## config.mk

```make
export PLATFORM = sky130hd
export DESIGN_NAME = wb_master_flat
export DESIGN_NICKNAME = d
export VERILOG_FILES = /design/src/rtl/wb_master_if.sv /design/src/rtl/wb_master.sv /design/src/flat_wrapper.sv
export SDC_FILE = /design/constraint.sdc
export NUM_CORES = 1
export LEC_CHECK = 0
export ABC_AREA = 1
export CAP_MARGIN = 20
export CORE_ASPECT_RATIO = 1.25
export CORE_MARGIN = 1
export CORE_UTILIZATION = 40
export CTS_CLUSTER_SIZE = 14
export DETAILED_ROUTE_END_ITERATION = 10
export PLACE_DENSITY_LB_ADDON = 0.08
export SLEW_MARGIN = 20
export SYNTH_ARGS = -nofsm -noshare
export SYNTH_HDL_FRONTEND = slang
export SYNTH_SLANG_ARGS = --single-unit
```

## constraint.sdc

```tcl
create_clock -name clk -period 3.73 [get_ports clk]
set_input_delay 0.373 -clock clk [delete_from_list [all_inputs] [get_ports clk]]
set_output_delay 0.373 -clock clk [all_outputs]
set_load 0.01 [all_outputs]
```

## src/rtl/wb_master_if.sv

```systemverilog
// Bundle of CPU-side request/response and Wishbone classic signals for wb_master.
// The master modport is the view of the initiator; slave is the view of everything around it.
interface wb_master_if;
  logic        req_valid;
  logic        req_ready;
  logic [31:0] req_addr;
  logic [31:0] req_wdata;
  logic        req_we;
  logic [1:0]  req_size;
  logic        req_unsigned;
  logic        rsp_valid;
  logic [31:0] rsp_rdata;
  logic        rsp_err;
  logic [31:0] wb_addr;
  logic [31:0] wb_wdata;
  logic [3:0]  wb_sel;
  logic        wb_we;
  logic        wb_cyc;
  logic        wb_stb;
  logic [31:0] wb_rdata;
  logic        wb_ack;

  modport master (
    input  req_valid, req_addr, req_wdata, req_we, req_size, req_unsigned,
    input  wb_rdata, wb_ack,
    output req_ready, rsp_valid, rsp_rdata, rsp_err,
    output wb_addr, wb_wdata, wb_sel, wb_we, wb_cyc, wb_stb
  );

  modport slave (
    output req_valid, req_addr, req_wdata, req_we, req_size, req_unsigned,
    output wb_rdata, wb_ack,
    input  req_ready, rsp_valid, rsp_rdata, rsp_err,
    input  wb_addr, wb_wdata, wb_sel, wb_we, wb_cyc, wb_stb
  );
endinterface

```

## src/rtl/wb_master.sv

```systemverilog
// Wishbone classic single-transfer initiator: one CPU load/store becomes one bus cycle,
// with lane steering, load alignment/extension, misalignment and timeout errors.
module wb_master #(
  parameter int TIMEOUT = 255,
  parameter int TW      = 8
) (
  input  logic        clk,
  input  logic        reset_n,
  wb_master_if.master bus
);

  typedef enum logic [1:0] {
    IDLE = 2'd0,
    BUS  = 2'd1,
    RESP = 2'd2
  } state_t;

  localparam logic [TW-1:0] LAST = TW'(TIMEOUT - 1);

  state_t        state_q, state_d;
  logic [TW-1:0] cnt_q, cnt_d;
  logic          req_ready_q, req_ready_d;
  logic          rsp_valid_q, rsp_valid_d;
  logic          rsp_err_q, rsp_err_d;
  logic [31:0]   rsp_rdata_q, rsp_rdata_d;
  logic [31:0]   wb_addr_q, wb_addr_d;
  logic [31:0]   wb_wdata_q, wb_wdata_d;
  logic [3:0]    wb_sel_q, wb_sel_d;
  logic          wb_we_q, wb_we_d;
  logic          wb_cyc_q, wb_cyc_d;
  logic [1:0]    size_q, size_d;
  logic [1:0]    off_q, off_d;
  logic          uns_q, uns_d;
  logic          accept;

  function automatic logic is_illegal(input logic [1:0] size, input logic [1:0] off);
    return (size == 2'd3) || (size == 2'd1 && off[0]) || (size == 2'd2 && off != 2'd0);
  endfunction

  function automatic logic [3:0] lane_sel(input logic [1:0] size, input logic [1:0] off);
    case (size)
      2'd0:    return 4'b0001 << off;
      2'd1:    return 4'b0011 << off;
      default: return 4'b1111;
    endcase
  endfunction

  function automatic logic [31:0] lane_wdata(input logic [1:0] size, input logic [31:0] data);
    case (size)
      2'd0:    return {4{data[7:0]}};
      2'd1:    return {2{data[15:0]}};
      default: return data;
    endcase
  endfunction

  // Bring the addressed lane down to bit 0, then sign- or zero-extend sub-word loads.
  function automatic logic [31:0] load_align(input logic [1:0] size, input logic uns,
                                             input logic [1:0] off, input logic [31:0] raw);
    logic [31:0] sh;
    sh = raw >> {off, 3'b000};
    case (size)
      2'd0:    return uns ? {24'h0, sh[7:0]}  : {{24{sh[7]}}, sh[7:0]};
      2'd1:    return uns ? {16'h0, sh[15:0]} : {{16{sh[15]}}, sh[15:0]};
      default: return sh;
    endcase
  endfunction

  assign accept = bus.req_valid & req_ready_q;

  always_comb begin
    state_d     = state_q;
    cnt_d       = cnt_q;
    req_ready_d = req_ready_q;
    rsp_valid_d = 1'b0;
    rsp_err_d   = 1'b0;
    rsp_rdata_d = 32'h0;
    wb_addr_d   = wb_addr_q;
    wb_wdata_d  = wb_wdata_q;
    wb_sel_d    = wb_sel_q;
    wb_we_d     = wb_we_q;
    wb_cyc_d    = wb_cyc_q;
    size_d      = size_q;
    off_d       = off_q;
    uns_d       = uns_q;

    case (state_q)
      // IDLE and RESP both take requests so a transfer can start the cycle after a response
      IDLE, RESP: begin
        req_ready_d = 1'b1;
        state_d     = IDLE;
        if (accept) begin
          if (is_illegal(bus.req_size, bus.req_addr[1:0])) begin
            state_d     = RESP;
            rsp_valid_d = 1'b1;
            rsp_err_d   = 1'b1;
          end else begin
            state_d     = BUS;
            req_ready_d = 1'b0;
            cnt_d       = '0;
            wb_addr_d   = {bus.req_addr[31:2], 2'b00};
            wb_wdata_d  = lane_wdata(bus.req_size, bus.req_wdata);
            wb_sel_d    = lane_sel(bus.req_size, bus.req_addr[1:0]);
            wb_we_d     = bus.req_we;
            wb_cyc_d    = 1'b1;
            size_d      = bus.req_size;
            off_d       = bus.req_addr[1:0];
            uns_d       = bus.req_unsigned;
          end
        end
      end
      // Ack takes priority over a timeout landing on the same edge
      BUS: begin
        req_ready_d = 1'b0;
        if (bus.wb_ack) begin
          state_d     = RESP;
          wb_cyc_d    = 1'b0;
          req_ready_d = 1'b1;
          rsp_valid_d = 1'b1;
          rsp_rdata_d = wb_we_q ? 32'h0 : load_align(size_q, uns_q, off_q, bus.wb_rdata);
        end else begin
          cnt_d = cnt_q + TW'(1);
          if (cnt_q == LAST) begin
            state_d     = RESP;
            wb_cyc_d    = 1'b0;
            req_ready_d = 1'b1;
            rsp_valid_d = 1'b1;
            rsp_err_d   = 1'b1;
          end
        end
      end
      default: begin
        state_d  = IDLE;
        wb_cyc_d = 1'b0;
      end
    endcase
  end

  always_ff @(posedge clk or negedge reset_n) begin
    if (!reset_n) begin
      state_q     <= IDLE;
      cnt_q       <= '0;
      req_ready_q <= 1'b0;
      rsp_valid_q <= 1'b0;
      rsp_err_q   <= 1'b0;
      rsp_rdata_q <= 32'h0;
      wb_addr_q   <= 32'h0;
      wb_wdata_q  <= 32'h0;
      wb_sel_q    <= 4'h0;
      wb_we_q     <= 1'b0;
      wb_cyc_q    <= 1'b0;
      size_q      <= 2'd0;
      off_q       <= 2'd0;
      uns_q       <= 1'b0;
    end else begin
      state_q     <= state_d;
      cnt_q       <= cnt_d;
      req_ready_q <= req_ready_d;
      rsp_valid_q <= rsp_valid_d;
      rsp_err_q   <= rsp_err_d;
      rsp_rdata_q <= rsp_rdata_d;
      wb_addr_q   <= wb_addr_d;
      wb_wdata_q  <= wb_wdata_d;
      wb_sel_q    <= wb_sel_d;
      wb_we_q     <= wb_we_d;
      wb_cyc_q    <= wb_cyc_d;
      size_q      <= size_d;
      off_q       <= off_d;
      uns_q       <= uns_d;
    end
  end

  assign bus.req_ready = req_ready_q;
  assign bus.rsp_valid = rsp_valid_q;
  assign bus.rsp_err   = rsp_err_q;
  assign bus.rsp_rdata = rsp_rdata_q;
  assign bus.wb_addr   = wb_addr_q;
  assign bus.wb_wdata  = wb_wdata_q;
  assign bus.wb_sel    = wb_sel_q;
  assign bus.wb_we     = wb_we_q;
  assign bus.wb_cyc    = wb_cyc_q;
  assign bus.wb_stb    = wb_cyc_q;

endmodule

```

## src/flat_wrapper.sv

```systemverilog
// flat-port wrapper written by rule: the top's interface ports become plain ports
module wb_master_flat 
#(
  parameter int TIMEOUT = 255,
  parameter int TW      = 8
)
  (clk, reset_n, bus_req_valid, bus_req_addr, bus_req_wdata, bus_req_we, bus_req_size, bus_req_unsigned, bus_wb_rdata, bus_wb_ack, bus_req_ready, bus_rsp_valid, bus_rsp_rdata, bus_rsp_err, bus_wb_addr, bus_wb_wdata, bus_wb_sel, bus_wb_we, bus_wb_cyc, bus_wb_stb);
  wb_master_if bus_i ();
  input  logic clk;
  input  logic reset_n;
  input wire logic [$bits(bus_i.req_valid)-1:0] bus_req_valid;
  input wire logic [$bits(bus_i.req_addr)-1:0] bus_req_addr;
  input wire logic [$bits(bus_i.req_wdata)-1:0] bus_req_wdata;
  input wire logic [$bits(bus_i.req_we)-1:0] bus_req_we;
  input wire logic [$bits(bus_i.req_size)-1:0] bus_req_size;
  input wire logic [$bits(bus_i.req_unsigned)-1:0] bus_req_unsigned;
  input wire logic [$bits(bus_i.wb_rdata)-1:0] bus_wb_rdata;
  input wire logic [$bits(bus_i.wb_ack)-1:0] bus_wb_ack;
  output wire logic [$bits(bus_i.req_ready)-1:0] bus_req_ready;
  output wire logic [$bits(bus_i.rsp_valid)-1:0] bus_rsp_valid;
  output wire logic [$bits(bus_i.rsp_rdata)-1:0] bus_rsp_rdata;
  output wire logic [$bits(bus_i.rsp_err)-1:0] bus_rsp_err;
  output wire logic [$bits(bus_i.wb_addr)-1:0] bus_wb_addr;
  output wire logic [$bits(bus_i.wb_wdata)-1:0] bus_wb_wdata;
  output wire logic [$bits(bus_i.wb_sel)-1:0] bus_wb_sel;
  output wire logic [$bits(bus_i.wb_we)-1:0] bus_wb_we;
  output wire logic [$bits(bus_i.wb_cyc)-1:0] bus_wb_cyc;
  output wire logic [$bits(bus_i.wb_stb)-1:0] bus_wb_stb;
  assign bus_i.req_valid = bus_req_valid;
  assign bus_i.req_addr = bus_req_addr;
  assign bus_i.req_wdata = bus_req_wdata;
  assign bus_i.req_we = bus_req_we;
  assign bus_i.req_size = bus_req_size;
  assign bus_i.req_unsigned = bus_req_unsigned;
  assign bus_i.wb_rdata = bus_wb_rdata;
  assign bus_i.wb_ack = bus_wb_ack;
  assign bus_req_ready = bus_i.req_ready;
  assign bus_rsp_valid = bus_i.rsp_valid;
  assign bus_rsp_rdata = bus_i.rsp_rdata;
  assign bus_rsp_err = bus_i.rsp_err;
  assign bus_wb_addr = bus_i.wb_addr;
  assign bus_wb_wdata = bus_i.wb_wdata;
  assign bus_wb_sel = bus_i.wb_sel;
  assign bus_wb_we = bus_i.wb_we;
  assign bus_wb_cyc = bus_i.wb_cyc;
  assign bus_wb_stb = bus_i.wb_stb;
  wb_master #(.TIMEOUT(TIMEOUT), .TW(TW)) u_core (.clk(clk), .reset_n(reset_n), .bus(bus_i));
endmodule
```

Word-level counts from Yosys, hierarchy flattened
Cells that the tools add are included.

Register bits after elaboration: 118. Output and inout bits: 106. Memory bits (read-only): 0. Logic and storage cells: 75. Bits in latches: 0. Memory bits (writable): 0. Input bits: 104. Memories: 0.

Shifts and indexed selects: 3. Div/mod/pow operators: 0. $mul: 0. Bitwise logic cells: 2. $add $sub $neg: 1. Reduce and logical (&&, ||, !) cells: 13. Multiplexer cells: 31. $lt $le $gt $ge: 0. Equality and inequality tests: 11.

Operator list (count): $mux 32 (5); $pmux 32 s2 (2); $shr 32x5->32 (1); $mux 8 (3); $pmux 8 s2 (1); $mux 1 (10); $add 8x1->8 const B (1); $eq 8x8->1 const B (1); $mux 2 (4); $pmux 1 s2 (4); $pmux 4 s2 (1); $eq 2x1->1 const B (3); $eq 2x2->1 const B (3); $logic_not 2->1 (3); $reduce_and 3->1 (2); $ne 2x2->1 const B (2); $pmux 2 s2 (1); $reduce_and 4->1 (1); $reduce_bool 2->1 (2); $shl 1x2->4 const A (1); $shl 2x2->4 const A (1); $ne 3x2->1 const B (1); $logic_and 1x1->1 (2); $logic_or 1x1->1 (2); other kinds (4) (4).

Longest topological paths before layout
Gate-level depths: netlist of the first run.

Depth after elaboration: 7. Mapped depth: 9. Gate-level depth less buffers: 8.

Least setup slack after synthesis of the first run
Ideal clock, no wire load.

Path kind: register to register. Start: register u_core.off_q[1]. End: register u_core.rsp_rdata_q[21] (netlist: u_core.bus.rsp_rdata[21]). Data required time: 3.610 ns. Arrival: 1.214 ns. Clock period less this slack: 1.334 ns. Setup time: 0.120 ns. Buffers on the path: 2. Setup slack: 2.396 ns. Cell stages (with the launch flop): 9. Cells stage by stage: dfrtp_1 > buf_2 > inv_1 > nand3_2 > nand3_4 > nand3_2 > nand2_4 > buf_12 > nor2_2.

Longest elaborated chain between the ends: 6. Elaborated cells between the ends (all ways): 7. Those cells by class: 1 x shift; 6 x mux.

Ends and longest elaborated chain: start: declaration (RTL line wb_master.sv:32) `logic [1:0] off_q, off_d;`; start signal: assignment (RTL line wb_master.sv:152) `off_q <= 2'd0;`; start signal: assignment (RTL line wb_master.sv:167) `off_q <= off_d;`; $shr 32x5->32 (*) (RTL line wb_master.sv:60) `sh = raw >> {off, 3'b000};`; $mux 32, on equally long branches (RTL line wb_master.sv:63, wb_master.sv:62); $pmux 32 s2 (*) (RTL line wb_master.sv:61) `case (size)`; $mux 32 (*) (RTL line wb_master.sv:119) `rsp_rdata_d = wb_we_q ? 32'h0 : load_align(size_q, uns_q, off_q, bus.wb_rdata);`; $mux 32 (*) (RTL line wb_master.sv:114) `if (bus.wb_ack) begin`; $mux 32 (*) (RTL line wb_master.sv:86) `case (state_q)`; named net u_core.rsp_rdata_d[21] (RTL line wb_master.sv:25) `logic [31:0] rsp_rdata_q, rsp_rdata_d;`; end signal: assignment (RTL line wb_master.sv:160) `rsp_rdata_q <= rsp_rdata_d;`; end: declaration (RTL line wb_master.sv:25).

The timed path passes the listed nets; every way through them passes the cells marked *. A chain may end at the register's enable or synchronous reset.

Worst setup path in the final report of the first run
Start: input port bus_req_size[0]. End: register u_core.wb_wdata_q[10] (netlist: u_core.bus.wb_wdata[10]).

Longest elaborated chain between the ends: 6. Elaborated cells between the ends (all ways): 11. Those cells by class: 3 x eq/ne; 1 x mux; 1 x bitwise; 6 x reduce/logical.

Ends and longest elaborated chain: start: declaration (RTL line flat_wrapper.sv:15) `input wire logic [$bits(bus_i.req_size)-1:0] bus_req_size;`; $eq 2x1->1 (RTL line wb_master.sv:37, wb_master.sv:49); $logic_and 1x1->1 (RTL line wb_master.sv:37) `return (size == 2'd3) || (size == 2'd1 && off[0]) || (size == 2'd2 && off != 2'd0);`; $logic_or 1x1->1 (2 in series) (RTL line wb_master.sv:37); $not 1->1 (no source line); $reduce_and 3->1 (no source line); end signal: assignment (RTL line wb_master.sv:162) `wb_wdata_q <= wb_wdata_d;`; end: declaration (RTL line wb_master.sv:27) `logic [31:0] wb_wdata_q, wb_wdata_d;`.

Parallel ways exist; a longest one is shown, timed or not.

==> run_results.csv, run 1 <==
group,metric,value,unit
outcome,outcome,"completed",
critical_path,endpoint_kind,"flop",
synth,synth_cell_types,32,
power_and_ir_drop,p_leak,3.94,nW
clocking,post_cts_buffers,0,
cells_and_area,drive_gt1_share,7.33,%
sta,slew_viol_final,0,
grt,met3_usage,6.92,%
critical_path,worstReg2RegStart,"u_core.off_q[1]$_DFFE_PN0P_",
die,die_area,14000,um^2
grt,use_met2,37.9,%
critical_path,worstSetupStartpoint,"bus_req_size[0]",
sta,worst_pin_slew,0.877,ns
critical_path,reg2regPathDepth,6,
synth,synth-adder-area-share,0.462,%
routing,num_vias,5012,
critical_path,critPathMaxFanout,95,
cells_and_area,diodes,0,
sta,fin_crit,2.44,ns
synth,synthCells,654,
placement,placed_area,7540,um^2
clocking,cts_tree,"built",
routing,drtIter0Drc,245,
grt,grt_pass1_vias,5113,
sta,relSlewSlack,41.5,%
routing,first_pass_iters,8,
grt,track_usage,23.1,%
clocking,root_buffer,"clkbuf_16",
power_and_ir_drop,powerDensity,754,nW/um^2
grt,grt_busiest_layer,"met2",
sta,setup_tns,0,ns
clocking,ctsResizeCount,0,
sta,hold_ws,0.0584,ns
grt,grt-ovfl-total,0,
critical_path,r2r_slack,1.46,ns
critical_path,start_kind,"primary input",
critical_path,crit_chain,"clkdlybuf4s50_1 -> o21ai_1 -> nand3_4 -> buf_4 -> o21ai_0",
cells_and_area,nets,954,
routing,route.detailed.drc,0,
synth,synth_compound_area_share,11.7,%
critical_path,path_class,"in -> reg",
cells_and_area,stdcell_area,8190,um^2
synth,synth-simple-area-share,25.7,%
grt,grt_max_degree,96,
synth,synthMuxAreaShare,0,%
sta,clock.fmax,409,MHz
critical_path,endpoint,"u_core.bus.wb_wdata[10]$_DFFE_PN0P_",
synth,synth_top_family_by_area,"simple AND/OR/NAND/NOR gates",
die,die_h,132,um
grt,grt_first_pass_wirelength,25300,um
clocking,clock-sinks,118,
synth,synth_seq_cells,118,
clocking,cts_buffers,17,
placement,hpwl,10700,um
clocking,clk_pin_slew_worst_paths,0.05,ns
routing,vias_per_cell,4.87,
routing,post_drt_wl_per_cell,15.1,um
sta,rsz0062_at_grt,"no",
synth,syn_area,5420,um^2
sta,finalHoldViolCount,0,
clocking,insertion_delay,0.40,ns
sta,finalCritPeriodShare,65.5,%
die,core-area,13200,um^2
critical_path,max_stage_delay,0.82,ns
synth,synth-xor-area-share,0.323,%
synth,avgSynthCellArea,8.29,um^2
critical_path,cp.required,3.96,ns
clocking,cts_max_path_buffers,2,
placement,gp_congestion,0.846,
synth,seq_area_frac_synth,54.5,%
critical_path,worst_path_max_delay_cell,"clkdlybuf4s50_1",
critical_path,reg2reg_to,"u_core.bus.rsp_rdata[17]$_DFF_PN0_",
hold_path,hp-class,"in -> async",
grt,use_met1,28.2,%
cells_and_area,syn2layout_area_growth,51.2,%
die,start_util,41.0,%
power_and_ir_drop,max-vdd-ir-drop,357,uV
critical_path,arrival,2.68,ns
routing,drtAntennaViolNets,0,
sta,setup_viol,0,
die,rows,47,
sta,finalClockSkew,0.00719,ns
grt,antenna_found_initial,0,
synth,yosys_warnings,0,
clocking,htreeDepth,4,
placement,portBuffers,207,
die,die_w,106,um
routing,routed_wl,15500,um
job,drv_cap,0,
die,io_pins,210,
clocking,holdBufCountCts,0,
routing by layer:
metal	up-vias	part of all wire (%)
li1	2469	-
met4	0	2.4
met5	-	0
met1	2298	41
met3	25	7.1
met2	220	49
logic make-up after synthesis:
kind of cell	count (synthesis)
simple gates	325
compound gates	121
flops	118
buf+inv	85
xor+xnor	2
fa+ha+maj	2
other cells	1
layout make-up:
| type | instances | area [um^2] |
|---|---|---|
| Timing Repair Buffer | 212 | 2110 |
| Fill cell | 1169 | 5040 |
| Inverter | 47 | 184 |
| Clock buffer | 21 | 480 |
| Clock inverter | 9 | 173 |
| Multi-Input combinational cell | 452 | 2080 |
| Sequential cell | 118 | 2950 |
| Tap cell | 171 | 214 |
flip-flops by register name (all words and copies together) (netlist names):
name	flops
u_core.bus.req_ready	1
u_core.bus.wb_sel	4
u_core.bus.wb_wdata	32
u_core.bus.rsp_rdata	32
u_core.uns_q	1
u_core.bus.wb_cyc	1
u_core.cnt_q	8
u_core.off_q	2
u_core.bus.rsp_err	1
u_core.bus.rsp_valid	1
u_core.state_q	2
u_core.bus.wb_addr	30
u_core.size_q	2
u_core.bus.wb_we	1
cell usage in the layout, fill, tap and decap left out, types with 4 or more instances in the layout:
| master | n |
|---|---|
| inv_1 | 41 |
| o31ai_1 | 7 |
| o21ai_0 | 48 |
| nand3_1 | 32 |
| clkdlybuf4s50_1 | 206 |
| nand2_1 | 250 |
| clkbuf_8 | 4 |
| bufinv_16 | 5 |
| o21ai_1 | 21 |
| nor2_1 | 15 |
| dfrtp_1 | 118 |
| nor2_2 | 10 |
| a21oi_1 | 38 |
| clkbuf_16 | 17 |
| a31oi_1 | 7 |
| inv_2 | 5 |
| buf_4 | 6 |
cells in the mapped netlist:
master / n / area, um^2
conb_1: 1 / 3.75
inv_8: 1 / 11.3
buf_2: 19 / 95.1
xor2_1: 1 / 8.76
nor2_2: 10 / 62.6
nand3_4: 1 / 17.5
nor2_1: 15 / 56.3
and2_1: 2 / 12.5
a31oi_1: 7 / 43.8
nand3_2: 4 / 40.0
nand3_1: 32 / 160
a21oi_1: 38 / 190
nor3_4: 1 / 16.3
nor2_4: 3 / 33.8
nand3b_1: 1 / 7.51
nor3_1: 1 / 5.00
buf_4: 6 / 45.0
nand4_1: 3 / 18.8
buf_12: 1 / 20.0
nand2_1: 250 / 938
o21ai_0: 48 / 240
ha_1: 2 / 25.0
inv_2: 5 / 18.8
buf_6: 1 / 11.3
inv_1: 41 / 154
clkbuf_1: 10 / 37.5
nand2_4: 2 / 22.5
xnor2_1: 1 / 8.76
dfrtp_1: 118 / 2950
o21ai_1: 21 / 105
o31ai_1: 7 / 52.6
buf_1: 1 / 3.75
power breakdown:
part | leakage [nW] | switching (mW) | internal, mW
Sequential | 1.53 | 0.312 | 1.73
Clock | 0.321 | 0.558 | 1.25
Combinational | 2.09 | 1.19 | 1.14
how the worst min path moves through the flow:
stage / end / startpoint / depth (start not counted)
2_1_floorplan: u_core.bus.req_ready$_DFFE_PN0P_ / reset_n / 0
3_3_place_gp: u_core.bus.wb_addr[28]$_DFFE_PN0P_ / u_core.bus.wb_addr[28]$_DFFE_PN0P_ / 2
3_5_place_dp: u_core.bus.wb_wdata[23]$_DFFE_PN0P_ / u_core.bus.wb_wdata[23]$_DFFE_PN0P_ / 2
4_1_cts: u_core.bus.rsp_rdata[3]$_DFF_PN0_ / reset_n / 1
5_1_grt: u_core.bus.rsp_rdata[3]$_DFF_PN0_ / reset_n / 1
6_report: u_core.bus.rsp_rdata[2]$_DFF_PN0_ / reset_n / 1
worst max-delay path, delay by kind of cell:
family	cells	cell delay (ns)
buffers and inverters	2	1.53
AND/OR/NAND/NOR	1	0.26
AO/OA/AOI/OAI	2	0.46
metrics by stage:
stage	cells	utilization [%]	setup WS, ns	power, mW
after floorplan	655	-	2.40	3.19
after global placement	1000	57.0	0.970	4.34
after detailed placement	1000	57.0	0.913	4.38
after CTS	1030	61.9	1.34	6.23
after global routing	1030	61.9	1.12	6.57
final	1030	61.9	1.29	6.18
No activity file was read; power rests on OpenSTA's default activity.
==> inputs of run 2 (changes only) <==
clock period = 2.1 ns   (was 3.73 ns; I/O delays follow)
==> run 2 against run 1 <==
Compared with the run above:
- flip-flop and latch count unchanged
- sequential power increased by 77%
- worst setup slack got worse by 0.95 ns
==> run_results.csv, run 2 (same netlist as run 1, synthesis figures left out) <==
group,metric,value,unit
sta,clock.fmax,566,MHz
cells_and_area,layout_common_cells,"nand2_1, clkdlybuf4s50_1, dfrtp_1",
placement,hpwl,11300,um
sta,rsz0062_at_grt,"no",
clocking,post_cts_buffers,0,
routing,routed_wl,15600,um
clocking,insertion_delay,0.41,ns
clocking,cts_tree,"built",
clocking,cts_max_path_buffers,2,
die,start_util,41.0,%
grt,grt_pass1_vias,5078,
routing,vias_per_cell,4.85,
routing,post_drt_wl_per_cell,15.0,um
clocking,cts_buffers,17,
die,core-area,13200,um^2
cells_and_area,register_area,2950,um^2
power_and_ir_drop,p_leak,3.97,nW
critical_path,r2r_slack,0.33,ns
routing,drtAntennaViolNets,0,
clocking,clock-sinks,118,
hold_path,hp-class,"in -> async",
critical_path,critPathMaxFanout,44,
cells_and_area,drive_gt1_share,8.06,%
grt,antenna_found_initial,1,
grt,grt_first_pass_wirelength,25200,um
critical_path,cp.required,2.35,ns
routing,route.detailed.drc,0,
sta,finalCritPeriodShare,84.1,%
critical_path,endpoint_kind,"flop",
outcome,outcome,"completed",
cells_and_area,multiInputGateArea,2080,um^2
routing,first_pass_iters,5,
grt,track_usage,23.1,%
sta,setup_tns,0,ns
grt,grt_max_degree,75,
sta,fin_crit,1.77,ns
critical_path,arrival,2.01,ns
sta,relSlewSlack,47.8,%
sta,fin_ws,0.333,ns
die,die_h,132,um
sta,setup_viol,0,
placement,portBuffers,207,
sta,finalClockSkew,0.00981,ns
die,rows,47,
routing,num_vias,5048,
power_and_ir_drop,max-vdd-ir-drop,600,uV
die,die_area,14000,um^2
die,die_w,106,um
job,drv_cap,0,
critical_path,path_class,"reg -> reg",
critical_path,start_kind,"flop",
die,io_pins,210,
cells_and_area,nets,961,
sta,worst_pin_slew,0.781,ns
routing,drtIter0Drc,250,
cells_and_area,syn2layout_area_growth,52.8,%
critical_path,worstReg2RegStart,"u_core.state_q[0]$_DFFE_PN0N_",
cells_and_area,mostFrequentLayoutCell,"nand2_1",
placement,gp_congestion,0.819,
sta,slew_viol_final,0,
critical_path,reg2regPathDepth,6,
sta,hold_ws,0.300,ns
grt,grt-ovfl-total,0,
cells_and_area,fillers,1172,
clocking,root_buffer,"clkbuf_16",
sta,finalHoldViolCount,0,
power_and_ir_drop,powerDensity,1330,nW/um^2
placement,place_ws,-0.0380,ns
critical_path,reg2reg_to,"u_core.bus.req_ready$_DFFE_PN0P_",
clocking,htreeDepth,4,
clocking,clk_pin_slew_worst_paths,0.05,ns
## run 2: where the power goes
group          switching [mW]  internal [mW]  leakage [nW]
combinational            2.14           2.08          2.14
clock                    1.04           2.13         0.305
sequential              0.543           3.07          1.53
## run 2: area by class of cell
class / count / share of cell area (%)
antenna: 1 / 0.0302
clock buffer: 19 / 5.35
clock inverter: 13 / 2.46
inverter: 47 / 2.22
multi-input combinational: 452 / 25.1
sequential: 118 / 35.7
tap: 171 / 2.58
timing repair buffer: 219 / 26.6
## run 2: worst max path at each step
stage | startpoint | to | slack [ns] | depth (start not counted)
floorplan | u_core.off_q[1]$_DFFE_PN0P_ | u_core.bus.rsp_rdata[21]$_DFF_PN0_ | 0.77 | 8
global placement | bus_req_size[0] | u_core.bus.wb_sel[2]$_DFFE_PN0P_ | 0.06 | 7
detailed placement | bus_req_size[0] | u_core.bus.req_ready$_DFFE_PN0P_ | -0.04 | 6
CTS | u_core.state_q[0]$_DFFE_PN0N_ | u_core.bus.req_ready$_DFFE_PN0P_ | 0.31 | 6
global route | u_core.state_q[0]$_DFFE_PN0N_ | u_core.bus.req_ready$_DFFE_PN0P_ | 0.14 | 6
finish | u_core.state_q[0]$_DFFE_PN0N_ | u_core.bus.req_ready$_DFFE_PN0P_ | 0.33 | 6
## run 2: worst max-delay path: stages, from the launching register on
cell     delay [ns]
dfrtp_1        0.39
inv_1          0.07
nand3_1        0.09
inv_1          0.14
nand3_4        0.11
inv_2          0.59
o21ai_0        0.21
## run 2: per-layer routing
layer | track usage (%) | share of wire (%) | vias up
met5 | 0 | 0 | -
met4 | 11.7 | 3.3 | 0
met3 | 5.98 | 6.3 | 27
met2 | 38.1 | 49 | 181
met1 | 27.6 | 41 | 2353
li1 | - | - | 2487
## run 2: per-stage QoR
step                instance area, um^2  std cells  utilization (%)  total power, mW
floorplan                          5420        655                -             5.67
global placement                   7620       1006             57.6             7.80
detailed placement                 7620       1006             57.6             7.87
CTS                                8280       1039             62.6             11.1
global route                       8280       1040             62.6             11.7
finish                             8280       1040             62.6             11.0
## run 2: timing repair
| action | CTS | global route |
|---|---|---|
| hold buffers | 1 | 0 |
| hold endpoints to repair | 32 | 0 |
| gates resized for setup | 0 | 0 |
| endpoints found under the setup margin | 0 | 0 |
==> inputs of run 3 (changes only) <==
clock period = 1.8 ns   (was 2.1 ns; I/O delays follow)
==> run 3 against run 2 <==
Compared with the run above:
- final cell count grew 0.58%
- critical endpoint is now u_core.bus.rsp_rdata[19]$_DFF_PN0_
- combinational power up 18%
- first-iteration DRC count increased by 16%
- utilization increased by 0.17 points
- largest power group unchanged
==> run_results.csv, run 3 (same netlist as run 1, synthesis figures left out) <==
group,metric,value,unit
critical_path,arrival,1.91,ns
critical_path,cp.required,2.09,ns
placement,portBuffers,207,
placement,place_ws,-0.0120,ns
grt,antenna_found_initial,0,
grt,met3_usage,6.72,%
routing,drtAntennaViolNets,0,
routing,routed_wl,15500,um
clocking,post_cts_buffers,0,
critical_path,worst_path_max_delay_cell,"dfrtp_1",
critical_path,r2r_slack,0.18,ns
sta,clock.fmax,616,MHz
critical_path,critPathMaxFanout,16,
sta,finalHoldViolCount,0,
grt,grt_max_degree,82,
placement,gp_congestion,0.842,
grt,grt-ovfl-total,0,
clocking,ctsResizeCount,0,
critical_path,max_stage_delay,0.59,ns
die,io_pins,210,
critical_path,cp_num_buf_inv,1,
power_and_ir_drop,max-vdd-ir-drop,664,uV
clocking,root_buffer,"clkbuf_16",
critical_path,worst_path_most_repeated_cell,"nand3_2",
cells_and_area,fillers,1145,
routing,post_drt_wl_per_cell,14.8,um
sta,rsz0062_at_grt,"no",
critical_path,worstReg2RegStart,"u_core.off_q[0]$_DFFE_PN0P_",
die,die_area,14000,um^2
cells_and_area,diodes,0,
sta,fin_ws,0.176,ns
cells_and_area,mostFrequentLayoutCell,"nand2_1",
routing,first_pass_iters,5,
critical_path,reg2reg_to,"u_core.bus.rsp_rdata[19]$_DFF_PN0_",
cells_and_area,utilization,62.8,%
sta,finalCritPeriodShare,90.2,%
job,drv_cap,0,
cells_and_area,nets,969,
outcome,outcome,"completed",
hold_path,hp-class,"in -> async",
sta,slew_viol_final,0,
routing,drtIter0Drc,291,
routing,route.detailed.drc,0,
sta,setup_tns,0,ns
clocking,clk_pin_slew_worst_paths,0.05,ns
critical_path,start_kind,"flop",
clocking,clock-sinks,118,
clocking,cts_tree,"built",
critical_path,endpoint,"u_core.bus.rsp_rdata[19]$_DFF_PN0_",
critical_path,endpoint_kind,"flop",
die,die_w,106,um
sta,fin_crit,1.62,ns
placement,dp_cells,1014,
die,rows,47,
die,die_h,132,um
cells_and_area,layout_common_cells,"nand2_1, clkdlybuf4s50_1, dfrtp_1",
clocking,htreeDepth,4,
die,start_util,41.0,%
cells_and_area,syn2layout_area_growth,53.2,%
critical_path,worstSetupStartpoint,"u_core.off_q[0]$_DFFE_PN0P_",
die,core-area,13200,um^2
routing,num_vias,5057,
cells_and_area,drive_gt1_share,8.69,%
clocking,cts_max_path_buffers,2,
clocking,cts_buffers,17,
power_and_ir_drop,powerDensity,1520,nW/um^2
critical_path,cp.depth,7,
sta,hold_ws,0.234,ns
critical_path,cp_top_family,"simple AND/OR/NAND/NOR gates",
sta,setup_viol,0,
sta,finalClockSkew,0.0136,ns
cells_and_area,finalNonFillerCells,1046,
critical_path,reg2regPathDepth,7,
placement,hpwl,11300,um
power_and_ir_drop,p_leak,4.00,nW
grt,track_usage,23.1,%
grt,grt_pass1_vias,5133,
clocking,insertion_delay,0.41,ns
grt,use_met2,38.3,%
critical_path,crit_chain,"inv_2 -> nand2_1 -> nand3_2 -> nand3_4 -> nand3_2 -> nand2_4 -> nor2_1",
grt,grt_first_pass_wirelength,25200,um
grt,use_met1,27.9,%
critical_path,path_class,"reg -> reg",
grt,grt_busiest_layer,"met2",
routing,vias_per_cell,4.83,
-- run 3: cell count changes in the layout (fill, tap and decap cells not counted), sizes merged --
cell      delta
diode        -1
clkinvlp     -2
clkbuf       +3
bufinv       -2
buf          +8
-- run 3: area by class of cell --
| cell class | instances | area, um^2 | area share (%) |
|---|---|---|---|
| repair buffers | 227 | 2270 | 27.4 |
| well taps | 171 | 214 | 2.58 |
| clock inverters | 9 | 125 | 1.51 |
| clock buffers | 22 | 474 | 5.71 |
| flip-flops and latches | 118 | 2950 | 35.6 |
| inverters | 47 | 184 | 2.22 |
| multi-input cells | 452 | 2080 | 25.1 |
-- run 3: where the power goes --
part           total [mW]  switching (mW)  internal [mW]
clock network        3.41            1.15           2.27
logic                4.98            2.50           2.48
registers            4.22           0.642           3.58
total                12.6            4.29           8.32
-- run 3: stage by stage --
stage | total power, mW | cell area [um^2]
detailed placement | 9.22 | 7690
finish | 12.6 | 8300
global route | 13.4 | 8300
floorplan | 6.61 | 5420
global placement | 9.11 | 7690
CTS | 12.7 | 8300
-- run 3: worst min-delay path by stage --
stage | depth (start not counted) | startpoint | to | slack, ns
after floorplan | 0 | reset_n | u_core.bus.req_ready$_DFFE_PN0P_ | -0.12
after global placement | 1 | reset_n | u_core.bus.rsp_rdata[4]$_DFF_PN0_ | 0.12
after detailed placement | 1 | reset_n | u_core.bus.rsp_rdata[3]$_DFF_PN0_ | 0.13
after CTS | 2 | reset_n | u_core.bus.rsp_rdata[13]$_DFF_PN0_ | 0.23
after global routing | 2 | reset_n | u_core.bus.rsp_rdata[20]$_DFF_PN0_ | 0.25
final | 2 | reset_n | u_core.bus.rsp_rdata[4]$_DFF_PN0_ | 0.23
-- run 3: what timing repair did --
action,4_1_cts,5_1_grt
endpoints found under the setup margin,0,0
hold buffers,1,0
endpoints found under the hold margin,24,0
-- run 3: metal layers --
layer / vias to the layer above / wire length (um)
met5: - / 0
met4: 0 / 337
met3: 19 / 998
met2: 195 / 7680
met1: 2343 / 6490
li1: 2500 / -
